[config.mk]
export PLATFORM = sky130hd
export DESIGN_NAME = line_window_buffer
export DESIGN_NICKNAME = d
export VERILOG_FILES = /design/src/rtl/conv_pkg.sv /design/src/rtl/line_buffer_ram.sv /design/src/rtl/line_window_buffer.sv
export SDC_FILE = /design/constraint.sdc
export NUM_CORES = 1
export LEC_CHECK = 0
export CORE_MARGIN = 10
export CORE_UTILIZATION = 55
export DETAILED_ROUTE_END_ITERATION = 8
export PLACE_DENSITY = 0.73
export SETUP_SLACK_MARGIN = 0.02
export SYNTH_ARGS = -nofsm -noshare
export SYNTH_HDL_FRONTEND = slang
export SYNTH_SLANG_ARGS = --single-unit
[constraint.sdc]
create_clock -name clk -period 7.08 [get_ports clk]
set_input_delay 1.062 -clock clk [delete_from_list [all_inputs] [get_ports clk]]
set_output_delay 1.062 -clock clk [all_outputs]
set_load 0.03 [all_outputs]
[src/rtl/conv_pkg.sv]
// ---------------------------------------------------------------------------
// conv_pkg
// Shared definitions for the line_window_buffer / Convolutor pair.
//   DEF_DATA_W : default pixel width in bits
//   K          : window edge length (3x3 window)
//   win_idx    : flat element index of window element (r,c); r=0 is the
//                oldest row, c=0 the leftmost column. Element (r,c) sits at
//                bits [win_idx(r,c)*DATA_W +: DATA_W] of a packed window.
// ---------------------------------------------------------------------------
package conv_pkg;

    localparam int unsigned DEF_DATA_W = 8;
    localparam int unsigned K          = 3;

    function automatic int unsigned win_idx(input int unsigned r, input int unsigned c);
        return r * K + c;
    endfunction

endpackage

[src/rtl/line_buffer_ram.sv]
// ---------------------------------------------------------------------------
// line_buffer_ram
// Storage for the two previous image rows, one word per column. Each word
// packs {lb1, lb0}: lb1 is the row two above the current one, lb0 the row
// directly above. Asynchronous read, synchronous write, single shared
// address. Contents are not reset.
// Ports:
//   i_clk   : write clock, rising edge
//   i_we    : write enable
//   i_addr  : column address (read and write)
//   i_wdata : word written at i_addr
//   o_rdata : word currently stored at i_addr
// ---------------------------------------------------------------------------
module line_buffer_ram #(
    parameter int unsigned DEPTH = 32,
    parameter int unsigned WIDTH = 16,
    parameter int unsigned AW    = $clog2(DEPTH)
) (
    input  logic             i_clk,
    input  logic             i_we,
    input  logic [AW-1:0]    i_addr,
    input  logic [WIDTH-1:0] i_wdata,
    output logic [WIDTH-1:0] o_rdata
);

    logic [WIDTH-1:0] r_mem [DEPTH];

    always_ff @(posedge i_clk) begin
        if (i_we) begin
            r_mem[i_addr] <= i_wdata;
        end
    end

    assign o_rdata = r_mem[i_addr];

endmodule

[src/rtl/line_window_buffer.sv]
// ---------------------------------------------------------------------------
// line_window_buffer
// Turns a raster-order pixel stream into 3x3 windows for the Convolutor.
// Only full windows (col>=2, row>=2) are emitted, through a single output
// register with valid/ready handshake and no bubble.
// Ports:
//   clk, rst   : clock (rising edge), asynchronous active-high reset
//   in_pix     : input pixel
//   in_valid   : in_pix is valid
//   in_ready   : pixel accepted this cycle when in_valid is also high
//   win        : 3x3 window, element (r,c) at [win_idx(r,c)*DATA_W +: DATA_W]
//   win_valid  : win holds an unconsumed window
//   win_ready  : consumer takes win this cycle
//   win_last   : last window of the frame (qualified by win_valid)
//   in_sof     : start of frame, only with LINE_WINDOW_SOF_EN defined
// Build option:
//   LINE_WINDOW_SOF_EN : adds in_sof; an accepted pixel with in_sof=1 is
//                        taken as row 0, col 0.
// ---------------------------------------------------------------------------
module line_window_buffer
    import conv_pkg::*;
#(
    parameter int unsigned DATA_W = DEF_DATA_W,
    parameter int unsigned IMG_W  = 32,
    parameter int unsigned IMG_H  = 32
) (
    input  logic                  clk,
    input  logic                  rst,
    input  logic [DATA_W-1:0]     in_pix,
    input  logic                  in_valid,
    output logic                  in_ready,
    output logic [K*K*DATA_W-1:0] win,
    output logic                  win_valid,
    input  logic                  win_ready,
    output logic                  win_last
`ifdef LINE_WINDOW_SOF_EN
    ,
    input  logic                  in_sof
`endif
);

    localparam int unsigned CW = $clog2(IMG_W);
    localparam int unsigned RW = $clog2(IMG_H);
    localparam logic [CW-1:0] COL_LAST = CW'(IMG_W - 1);
    localparam logic [RW-1:0] ROW_LAST = RW'(IMG_H - 1);

    logic [CW-1:0]         r_col;
    logic [RW-1:0]         r_row;
    logic [CW-1:0]         w_col;
    logic [RW-1:0]         w_row;
    logic                  w_acc;
    logic                  w_sof;
    logic                  w_emit;
    logic                  w_col_end;
    logic                  w_row_end;
    logic [2*DATA_W-1:0]   w_rdata;
    logic [DATA_W-1:0]     w_lb0;
    logic [DATA_W-1:0]     w_lb1;
    // r_c1/r_c2 hold the two most recent columns (older/newer), rows 0..2
    logic [DATA_W-1:0]     r_c1   [K];
    logic [DATA_W-1:0]     r_c2   [K];
    logic [DATA_W-1:0]     w_cnew [K];
    logic [K*K*DATA_W-1:0] w_win_next;
    logic [K*K*DATA_W-1:0] r_win;
    logic                  r_win_valid;
    logic                  r_win_last;

    assign in_ready  = !r_win_valid || win_ready;
    assign w_acc     = in_valid && in_ready;

`ifdef LINE_WINDOW_SOF_EN
    assign w_sof     = in_sof;
`else
    assign w_sof     = 1'b0;
`endif

    // Position of the pixel being presented; SOF overrides the counters.
    assign w_col     = w_sof ? '0 : r_col;
    assign w_row     = w_sof ? '0 : r_row;
    assign w_col_end = (w_col == COL_LAST);
    assign w_row_end = (w_row == ROW_LAST);
    assign w_emit    = w_acc && (w_col >= CW'(2)) && (w_row >= RW'(2));

    line_buffer_ram #(
        .DEPTH (IMG_W),
        .WIDTH (2*DATA_W),
        .AW    (CW)
    ) u_lb (
        .i_clk   (clk),
        .i_we    (w_acc),
        .i_addr  (w_col),
        .i_wdata ({w_lb0, in_pix}),
        .o_rdata (w_rdata)
    );

    assign {w_lb1, w_lb0} = w_rdata;

    always_comb begin
        w_cnew[0] = w_lb1;
        w_cnew[1] = w_lb0;
        w_cnew[2] = in_pix;
    end

    // Window as it looks after shifting in the presented column.
    always_comb begin
        w_win_next = '0;
        for (int unsigned r = 0; r < K; r++) begin
            w_win_next[win_idx(r, 0)*DATA_W +: DATA_W] = r_c1[r];
            w_win_next[win_idx(r, 1)*DATA_W +: DATA_W] = r_c2[r];
            w_win_next[win_idx(r, 2)*DATA_W +: DATA_W] = w_cnew[r];
        end
    end

    always_ff @(posedge clk or posedge rst) begin
        if (rst) begin
            r_col <= '0;
            r_row <= '0;
        end else if (w_acc) begin
            if (w_col_end) begin
                r_col <= '0;
                r_row <= w_row_end ? '0 : w_row + RW'(1);
            end else begin
                r_col <= w_col + CW'(1);
                r_row <= w_row;
            end
        end
    end

    always_ff @(posedge clk or posedge rst) begin
        if (rst) begin
            for (int unsigned r = 0; r < K; r++) begin
                r_c1[r] <= '0;
                r_c2[r] <= '0;
            end
        end else if (w_acc) begin
            for (int unsigned r = 0; r < K; r++) begin
                r_c1[r] <= r_c2[r];
                r_c2[r] <= w_cnew[r];
            end
        end
    end

    always_ff @(posedge clk or posedge rst) begin
        if (rst) begin
            r_win       <= '0;
            r_win_valid <= 1'b0;
            r_win_last  <= 1'b0;
        end else if (w_emit) begin
            r_win       <= w_win_next;
            r_win_valid <= 1'b1;
            r_win_last  <= w_col_end && w_row_end;
        end else if (win_ready) begin
            r_win_valid <= 1'b0;
            r_win_last  <= 1'b0;
        end
    end

    assign win       = r_win;
    assign win_valid = r_win_valid;
    assign win_last  = r_win_last;

endmodule
==> results of run 1 <==
[power by group through the flow]
stage | logic (mW) | clock network (mW) | registers (mW)
after floorplan | 1.91 | 0 | 5.59
after global placement | 3.29 | 0 | 5.45
after detailed placement | 3.37 | 0 | 5.47
after CTS | 3.38 | 3.25 | 5.40
after global routing | 3.57 | 3.39 | 5.45
final | 3.39 | 3.21 | 5.40
[state kept, by name, indices dropped and copies added, names as in the netlist]
register / count
u_lb.r_mem: 512
r_row: 5
win: 72
r_c2: 24
win_last: 1
win_valid: 1
r_col: 5
r_c1: 24
[kinds of logic (layout without fill, tap and decap cells)]
logic type	after synthesis	in the layout	synth area share, %
mux	330	330	14.2
simple gates	250	250	4.93
buf+inv	90	263	2.16
flops	644	644	74.4
compound gates	156	156	3.86
fa+ha+maj	8	8	0.399
[placed cells by master (no fill, tap or decap), types with 4 or more instances in the layout]
master,netlist,layout
edfxtp_1,512,512
mux2i_1,256,256
dfrtp_1,132,131
o22ai_1,128,128
nand2_1,126,126
clkdlybuf4s50_1,0,86
clkbuf_16,0,60
buf_4,14,58
nor2_1,53,53
mux2_4,47,47
nor4_1,30,30
mux2_2,27,27
a31oi_1,16,16
clkbuf_1,13,15
clkinv_1,0,11
clkinv_2,0,9
ha_1,8,8
o21ai_0,7,7
bufinv_16,0,7
nand4bb_1,6,6
nand3_1,5,5
or4b_1,4,4
inv_1,5,4
[layout make-up]
type                            instances  area (um2)  area share (%)
Sequential cell                       644       18700            65.2
Multi-Input combinational cell        744        5880            20.5
Clock buffer                           78        1600            5.58
Timing Repair Buffer                  146        1340            4.67
Tap cell                              600         751            2.62
Clock inverter                         34         362            1.26
Inverter                                5        23.8          0.0830
[worst max-delay path, delay by kind of cell, from the launching register on]
| family | cells | cell delay (ns) |
|---|---|---|
| AND/OR/NAND/NOR | 2 | 2.11 |
| multiplexers | 2 | 0.83 |
| AO/OA/AOI/OAI | 1 | 0.11 |
| flip-flops | 1 | 0.98 |
| buffers and inverters | 2 | 0.75 |
[stage by stage]
stage                     cell area, um2  power, mW
final                              28600       12.0
after global placement             26700       8.73
after detailed placement           26700       8.84
after global routing               28600       12.4
after floorplan                    25100       7.50
after CTS                          28600       12.0
[final timing paths]
check / start / to / depth (start not counted)
max in group asynchronous: rst / r_c2[13] / 3
min in group asynchronous: rst / r_c1[13] / 2
max reg2reg: r_col[1] / win[42] / 7
max: r_col[1] / win[42] / 7
min: r_c1[23] / r_c1[23] / 2
min reg2reg: r_c1[23] / r_c1[23] / 2
[routing by layer]
layer	vias up	global-route usage (%)	routed length [um]
met3	98	4.23	5430
met4	0	7.64	1670
met2	618	34.2	28200
met5	-	0	0
li1	5979	-	-
met1	7079	30.7	25100
==> metrics.yaml, run 1 <==
pwr:
  seq_power_share_pct: 45.0
  p_int_mw: 8.10
  p_leak_nw: 10.4
  power.share.clock_pct: 26.8
  irDropWorstVdd_v: 0.000283
  p_sw_mw: 3.91
  p_comb_share_pct: 28.2
  sw_frac_of_total_pct: 32.5
  p_per_area_nw_per_um2: 419
synth:
  synth_ff_type: "edfxtp_1"
  synthTopCellsByArea: "edfxtp_1 (61%), dfrtp_1 (13%), mux2i_1 (10%)"
  syn_inst: 1478
  synth_top_area_share_pct: 61.3
  syn_area_per_cell_um2: 17.0
  synth.cells.most_frequent: "edfxtp_1 (512), mux2i_1 (256), dfrtp_1 (132)"
  synth.most_common_cell: "edfxtp_1"
  yosysUniqueCellTypes: 40
  synth_edf_count: 512
  synth_nets: 1498
  yosysWarnings: 0
  yosys.area.top_type: "edfxtp_1"
  yosysSeqAreaShare_pct: 74.4
  async_flop_share_pct: 20.5
  syn_area_um2: 25100
  synth-seq-cells: 644
route:
  drtIter0Drc: 1428
  vias_per_cell: 6.12
  dr.pass1.iters: 6
  antenna_left: 0
  vias: 13774
  wl_per_cell_um: 26.8
  routed_wl_um: 60400
  drc: 0
timing:
  finalSetupViolCount: 0
  rsz0062_at_grt: "false"
  max_slew_margin_pct: 14.0
  tightest_slew_ns: 1.28
  fin_skew_ns: 0.0274
  period_needed_ns: 5.10
  period_share_pct: 72.1
  fmaxAchievable_ghz: 0.196
  maxSlewViolCount: 0
  fin_hold_ws_ns: 0.476
  final.setup.tns_ns: 0
  setup_slack_ns: 1.98
  hold_violations: 0
worst_setup_path:
  required_ns: 7.59
  crit_type: "reg -> reg"
  end_kind: "flop"
  startpoint_type: "flop"
  cp_common_cell: "buf_12"
  reg2reg_slack_ns: 1.98
  cp_slowest_cell: "nor4_1"
  arrival_ns: 5.61
  path_cells: "buf_12 > buf_12 > mux2i_1 > o22ai_1 > nor4_1 > nand2_1 > mux2_4"
  cp_max_fo: 83
  worst_path_largest_cell_delay_ns: 1.08
floorplan:
  dieWidth_um: 234
  die_h_um: 234
  row_count: 78
  io-pin-count: 87
  start_util_pct: 55.4
  dieArea_um2: 54600
  core_area_um2: 45300
placement:
  dp.cells: 2139
  dp_hpwl_um: 36200
  numPortBuffers: 86
  pre_cts_slack_ns: 2.07
  gp_congestion: 0.888
clocking:
  tritoncts: "yes"
  clockBufferDepth: 3
  cts_buffers: 60
  post-cts-setup-buffers: 0
  hold_buffers: 0
  cts_root_buf: "clkbuf_16"
  cts_sinks: 644
  cts.htree.levels: 2
  clock_latency_ns: 0.64
  clkTransAtPathRegs_ns: 0.06
  ctsResizeCount: 0
global_route:
  grt_max_degree: 84
  grt_overflow_total: 0
  antenna_found_initial: 0
  grt_pass1_wl_um: 88300
  grt_pass1_vias: 13436
  gr-usage-all-layers_pct: 22.0
layout:
  finalNonFillerCells: 2251
  utilization_pct: 63.2
  n_fill_cell: 3175
  diodes: 0
  areaGrowthSynthToFinish_pct: 14.1
  drive_gt1_share_pct: 14.2
  fin_nets: 1621
outcome:
  outcome: "finished clean"
run:
  maxCapViolCount: 0
worst_hold_path:
  min_path_type: "reg -> reg"
No activity file was read; power rests on OpenSTA's default activity.
==> inputs of run 2 (changes only) <==
Clock period 7.08 ns to 5.13 ns, I/O delays scaled along.
==> run 2 against run 1 <==
Core utilization increased by 0.54 points. Critical endpoint is now u_lb.r_mem[1][12]. Maximum frequency increased by 20%. Highest routed layer unchanged. Power increased by 41%. Worst setup slack got worse by 1.1 ns. Clock skew decreased by 0.0035 ns.
==> metrics.yaml, run 2 (same netlist as run 1, synthesis figures left out) <==
worst_setup_path:
  path_cells: "buf_4 > mux2i_1 > o22ai_1 > nor4_1 > nand2_1 > buf_4"
  cp_max_fo: 58
  cp_common_cell: "buf_4"
  cp-startpoint: "r_col[1]"
  crit_type: "reg -> reg"
  startpoint_type: "flop"
  worst_path_largest_cell_delay_ns: 1.14
  required_ns: 5.49
  cp_slowest_cell: "dfrtp_4"
  arrival_ns: 4.62
  worstReg2RegStart: "r_col[1]"
  end_kind: "flop"
worst_hold_path:
  min_path_type: "reg -> reg"
  hold_path.startpoint: "r_c1[22]"
global_route:
  antenna_found_initial: 1
  grt_max_degree: 97
  grt_pass1_wl_um: 88800
  grt_overflow_total: 0
  grt_pass1_vias: 13512
  gr-usage-all-layers_pct: 22.0
clocking:
  post-cts-setup-buffers: 0
  hold_buffers: 0
  cts_buffers: 61
  clockBufferDepth: 3
  tritoncts: "yes"
  clkTransAtPathRegs_ns: 0.06
  cts_sinks: 644
  cts_root_buf: "clkbuf_16"
  cts.htree.levels: 2
  clock_latency_ns: 0.64
  ctsResizeCount: 0
layout:
  final_common_cell: "edfxtp_1"
  multi_input_area_um2: 5880
  drive_gt1_share_pct: 15.3
  regArea_um2: 18700
  areaGrowthSynthToFinish_pct: 15.1
  fin_nets: 1637
  design_area_um2: 28900
  top_register: "u_lb.r_mem"
  n_fill_cell: 3159
  finalNonFillerCells: 2269
  largest_reg_flops: 512
  mostFrequentLayoutCells: "edfxtp_1 (512), mux2i_1 (256), dfrtp_1 (131)"
timing:
  period_needed_ns: 4.26
  tightest_slew_ns: 1.28
  hold_violations: 0
  rsz0062_at_grt: "false"
  fmaxAchievable_ghz: 0.235
  fin_skew_ns: 0.0239
  period_share_pct: 83.0
  max_slew_margin_pct: 14.0
  maxSlewViolCount: 0
  final.setup.tns_ns: 0
  finalSetupViolCount: 0
placement:
  dp_hpwl_um: 35600
  numPortBuffers: 86
  gp_congestion: 0.861
  place_area_um2: 26800
  dp.cells: 2154
route:
  dr.pass1.iters: 5
  wl_per_cell_um: 26.6
  routed_wl_um: 60300
  drtIter0Drc: 1684
  vias_per_cell: 6.05
  antenna_left: 0
  vias: 13717
  drc: 0
pwr:
  irDropWorstVdd_v: 0.000404
  p_leak_nw: 10.6
  sw_frac_of_total_pct: 32.4
  seq_power_share_pct: 44.2
  p_per_area_nw_per_um2: 585
  p_sw_mw: 5.48
  p_int_mw: 11.4
  power.share.clock_pct: 27.4
  p_comb_share_pct: 28.4
floorplan:
  die_h_um: 234
  row_count: 78
  start_util_pct: 55.4
  core_area_um2: 45300
  dieWidth_um: 234
  dieArea_um2: 54600
  io-pin-count: 87
run:
  maxCapViolCount: 0
outcome:
  outcome: "finished clean"
-- run 2: cell types whose count changed in the layout (fill, tap and decap cells not counted), sizes merged --
cell      delta
clkinv       +3
bufinv       +2
buf         +15
clkbuf       -3
inv          +1
clkinvlp     -1
diode        +1
-- run 2: final cells by class --
type,instances,area share (%)
Antenna cell,1,0.00866
Clock buffer,75,5.61
Clock inverter,39,1.55
Inverter,5,0.0823
Multi-Input combinational cell,744,20.4
Sequential cell,644,64.7
Tap cell,600,2.60
Timing Repair Buffer,161,5.10
-- run 2: per-stage QoR --
step	worst slack [ns]	util (%)	hold slack (ns)	total power, mW
2_1_floorplan	0.834	-	0.440	10.4
3_3_place_gp	1.06	59.2	0.452	12.2
3_5_place_dp	1.00	59.2	0.457	12.3
4_1_cts	0.976	63.8	0.472	16.9
5_1_grt	0.892	63.8	0.495	17.5
6_report	0.871	63.8	0.469	16.9
-- run 2: path summary, 6_finish.rpt --
kind / slack, ns / endpoint / cells past startpoint
worst max-delay path: 0.87 / u_lb.r_mem[1][12] / 6
max in group asynchronous: 3.41 / win[63] / 3
worst min register to register: 0.47 / r_c1[22] / 2
worst min-delay path: 0.47 / r_c1[22] / 2
worst max register to register: 0.87 / u_lb.r_mem[1][12] / 6
min in group asynchronous: 0.72 / r_c1[13] / 2
-- run 2: worst max-delay path, delay by kind of cell (launching register included) --
kind / cells / cell delay, ns
buf+inv: 2 / 0.89
compound gates: 1 / 0.10
mux: 1 / 0.24
flops: 1 / 1.14
simple gates: 2 / 1.55
-- run 2: layer usage --
| metal | GRT usage (%) | vias up | wire length [um] |
|---|---|---|---|
| met3 | 4.11 | 111 | 5120 |
| met1 | 29.9 | 7003 | 24400 |
| li1 | - | 6000 | - |
| met4 | 7.88 | 0 | 1960 |
| met5 | 0 | - | 0 |
| met2 | 35.2 | 603 | 28900 |
-- run 2: power by group through the flow --
stage	registers [mW]	logic (mW)	clock network [mW]
after floorplan	7.72	2.63	0
after detailed placement	7.55	4.76	0
after global routing	7.52	5.05	4.89
final	7.46	4.80	4.63
after CTS	7.45	4.78	4.67
after global placement	7.53	4.65	0
==> inputs of run 3 (changes only) <==
Clock period 5.13 ns to 4.05 ns, I/O delays scaled along.
==> run 3 against run 2 <==
Maximum frequency grew 30%. Critical path type unchanged. Flip-flop and latch count is the same. Worst hold slack worse by 0.0013 ns. Routed wire length shrank 3.7%. Die area unchanged. Non-clock buffer count grew 20. Largest cell class unchanged.
==> metrics.yaml, run 3 (same netlist as run 1, synthesis figures left out) <==
outcome:
  outcome: "finished clean"
placement:
  gp_congestion: 0.904
  numPortBuffers: 86
  dp.cells: 2174
  dp_hpwl_um: 37000
  place_area_um2: 27000
worst_setup_path:
  required_ns: 4.40
  cp_slowest_cell: "o22ai_1"
  cp-startpoint: "r_col[3]"
  startpoint_type: "flop"
  r2r-end: "u_lb.r_mem[9][14]"
  path_cells: "buf_4 > nand4bb_1 > o22ai_1 > nor4_1 > buf_4 > nand2_1 > buf_4"
  cp_common_cell: "buf_4"
  cp_max_fo: 32
  end_kind: "flop"
  worstReg2RegStart: "r_col[3]"
  endpoint: "u_lb.r_mem[9][14]"
  worst_path_largest_cell_delay_ns: 0.73
  reg2regPathDepth: 7
  critPathBufInv: 3
  crit_type: "reg -> reg"
  reg2reg_slack_ns: 0.77
  crit_family: "simple AND/OR/NAND/NOR gates"
  cp.depth: 7
  arrival_ns: 3.63
global_route:
  antenna_found_initial: 0
  gr-usage-all-layers_pct: 21.3
  grt_pass1_vias: 13270
  grt_overflow_total: 0
  grt_max_degree: 63
  grt_pass1_wl_um: 86700
layout:
  n_fill_cell: 3110
  design_area_um2: 29000
  largest_reg_flops: 512
  drive_gt1_share_pct: 15.5
  diodes: 0
  fin_nets: 1662
  top_register: "u_lb.r_mem"
  areaGrowthSynthToFinish_pct: 15.4
  final_common_cell: "edfxtp_1"
  mostFrequentLayoutCells: "edfxtp_1 (512), mux2i_1 (256), dfrtp_1 (131)"
  finalNonFillerCells: 2289
route:
  antenna_left: 0
  drc: 0
  vias_per_cell: 6.02
  routed_wl_um: 58100
  wl_per_cell_um: 25.4
  dr.pass1.iters: 5
  vias: 13776
  drtIter0Drc: 1383
floorplan:
  start_util_pct: 55.4
  dieWidth_um: 234
  die_h_um: 234
  dieArea_um2: 54600
  row_count: 78
  io-pin-count: 87
  core_area_um2: 45300
clocking:
  post-cts-setup-buffers: 0
  clock_latency_ns: 0.59
  hold_buffers: 0
  cts_root_buf: "clkbuf_16"
  ctsResizeCount: 0
  cts_buffers: 66
  cts.htree.levels: 3
  clkTransAtPathRegs_ns: 0.06
  clockBufferDepth: 3
  cts_sinks: 644
  tritoncts: "yes"
timing:
  period_share_pct: 81.0
  fin_skew_ns: 0.0287
  final.setup.tns_ns: 0
  rsz0062_at_grt: "false"
  period_needed_ns: 3.28
  tightest_slew_ns: 1.03
  max_slew_margin_pct: 31.1
  fmaxAchievable_ghz: 0.305
  maxSlewViolCount: 0
  hold_violations: 0
  finalSetupViolCount: 0
pwr:
  p_per_area_nw_per_um2: 734
  p_leak_nw: 10.6
  irDropWorstVdd_v: 0.000551
run:
  maxCapViolCount: 0
worst_hold_path:
  min_path_type: "reg -> reg"
[run 3: cell count changes in the layout (fill, tap and decap cells not counted), sizes merged]
cell,delta
buf,+20
bufinv,-7
clkbuf,+15
clkinv,-4
clkinvlp,-1
diode,-1
inv,-2
[run 3: layer usage]
metal / part of all wire, % / track usage, %
met5: 0 / 0
met1: 43 / 30.3
met2: 47 / 33.0
met4: 2.8 / 6.89
met3: 7.6 / 3.55
[run 3: how the worst min path moves through the flow]
stage | cells past startpoint | end | slack [ns] | start
after floorplan | 2 | r_c1[16] | 0.44 | r_c1[16]
after global placement | 2 | r_c1[18] | 0.45 | r_c1[18]
after detailed placement | 2 | r_c1[18] | 0.46 | r_c1[18]
after CTS | 2 | r_c1[18] | 0.47 | r_c1[18]
after global routing | 2 | r_c1[17] | 0.49 | r_c1[17]
final | 2 | r_c1[18] | 0.47 | r_c1[18]
[run 3: area by class of cell]
cell class	instances	area [um2]	share of cell area (%)
clock buffers	90	1810	6.23
well taps	600	751	2.59
flip-flops and latches	644	18700	64.5
multi-input cells	744	5880	20.3
repair buffers	181	1660	5.73
inverters	5	22.5	0.0777
clock inverters	25	166	0.574
[run 3: through the flow]
step	hold WS, ns	utilization, %	setup WS (ns)	power [mW]
finish	0.468	64.0	0.771	21.3
global route	0.492	64.0	0.530	22.0
CTS	0.471	64.0	0.779	21.3
detailed placement	0.457	59.6	0.812	15.8
global placement	0.453	59.6	0.901	15.6
floorplan	0.440	-	1.07	13.1
[run 3: power breakdown]
part | total (mW) | switching (mW) | internal (mW) | leakage [nW]
clock | 5.60 | 2.36 | 3.24 | 0.957
combinational | 6.37 | 3.92 | 2.45 | 3.47
sequential | 9.29 | 0.557 | 8.74 | 6.20
total | 21.3 | 6.84 | 14.4 | 10.6
[run 3: worst reg2reg max path: cells and delay by family, from the launching register on]
kind / cells / cell delay [ns]
buf+inv: 3 / 0.79
flops: 1 / 0.65
simple gates: 3 / 0.86
compound gates: 1 / 0.74
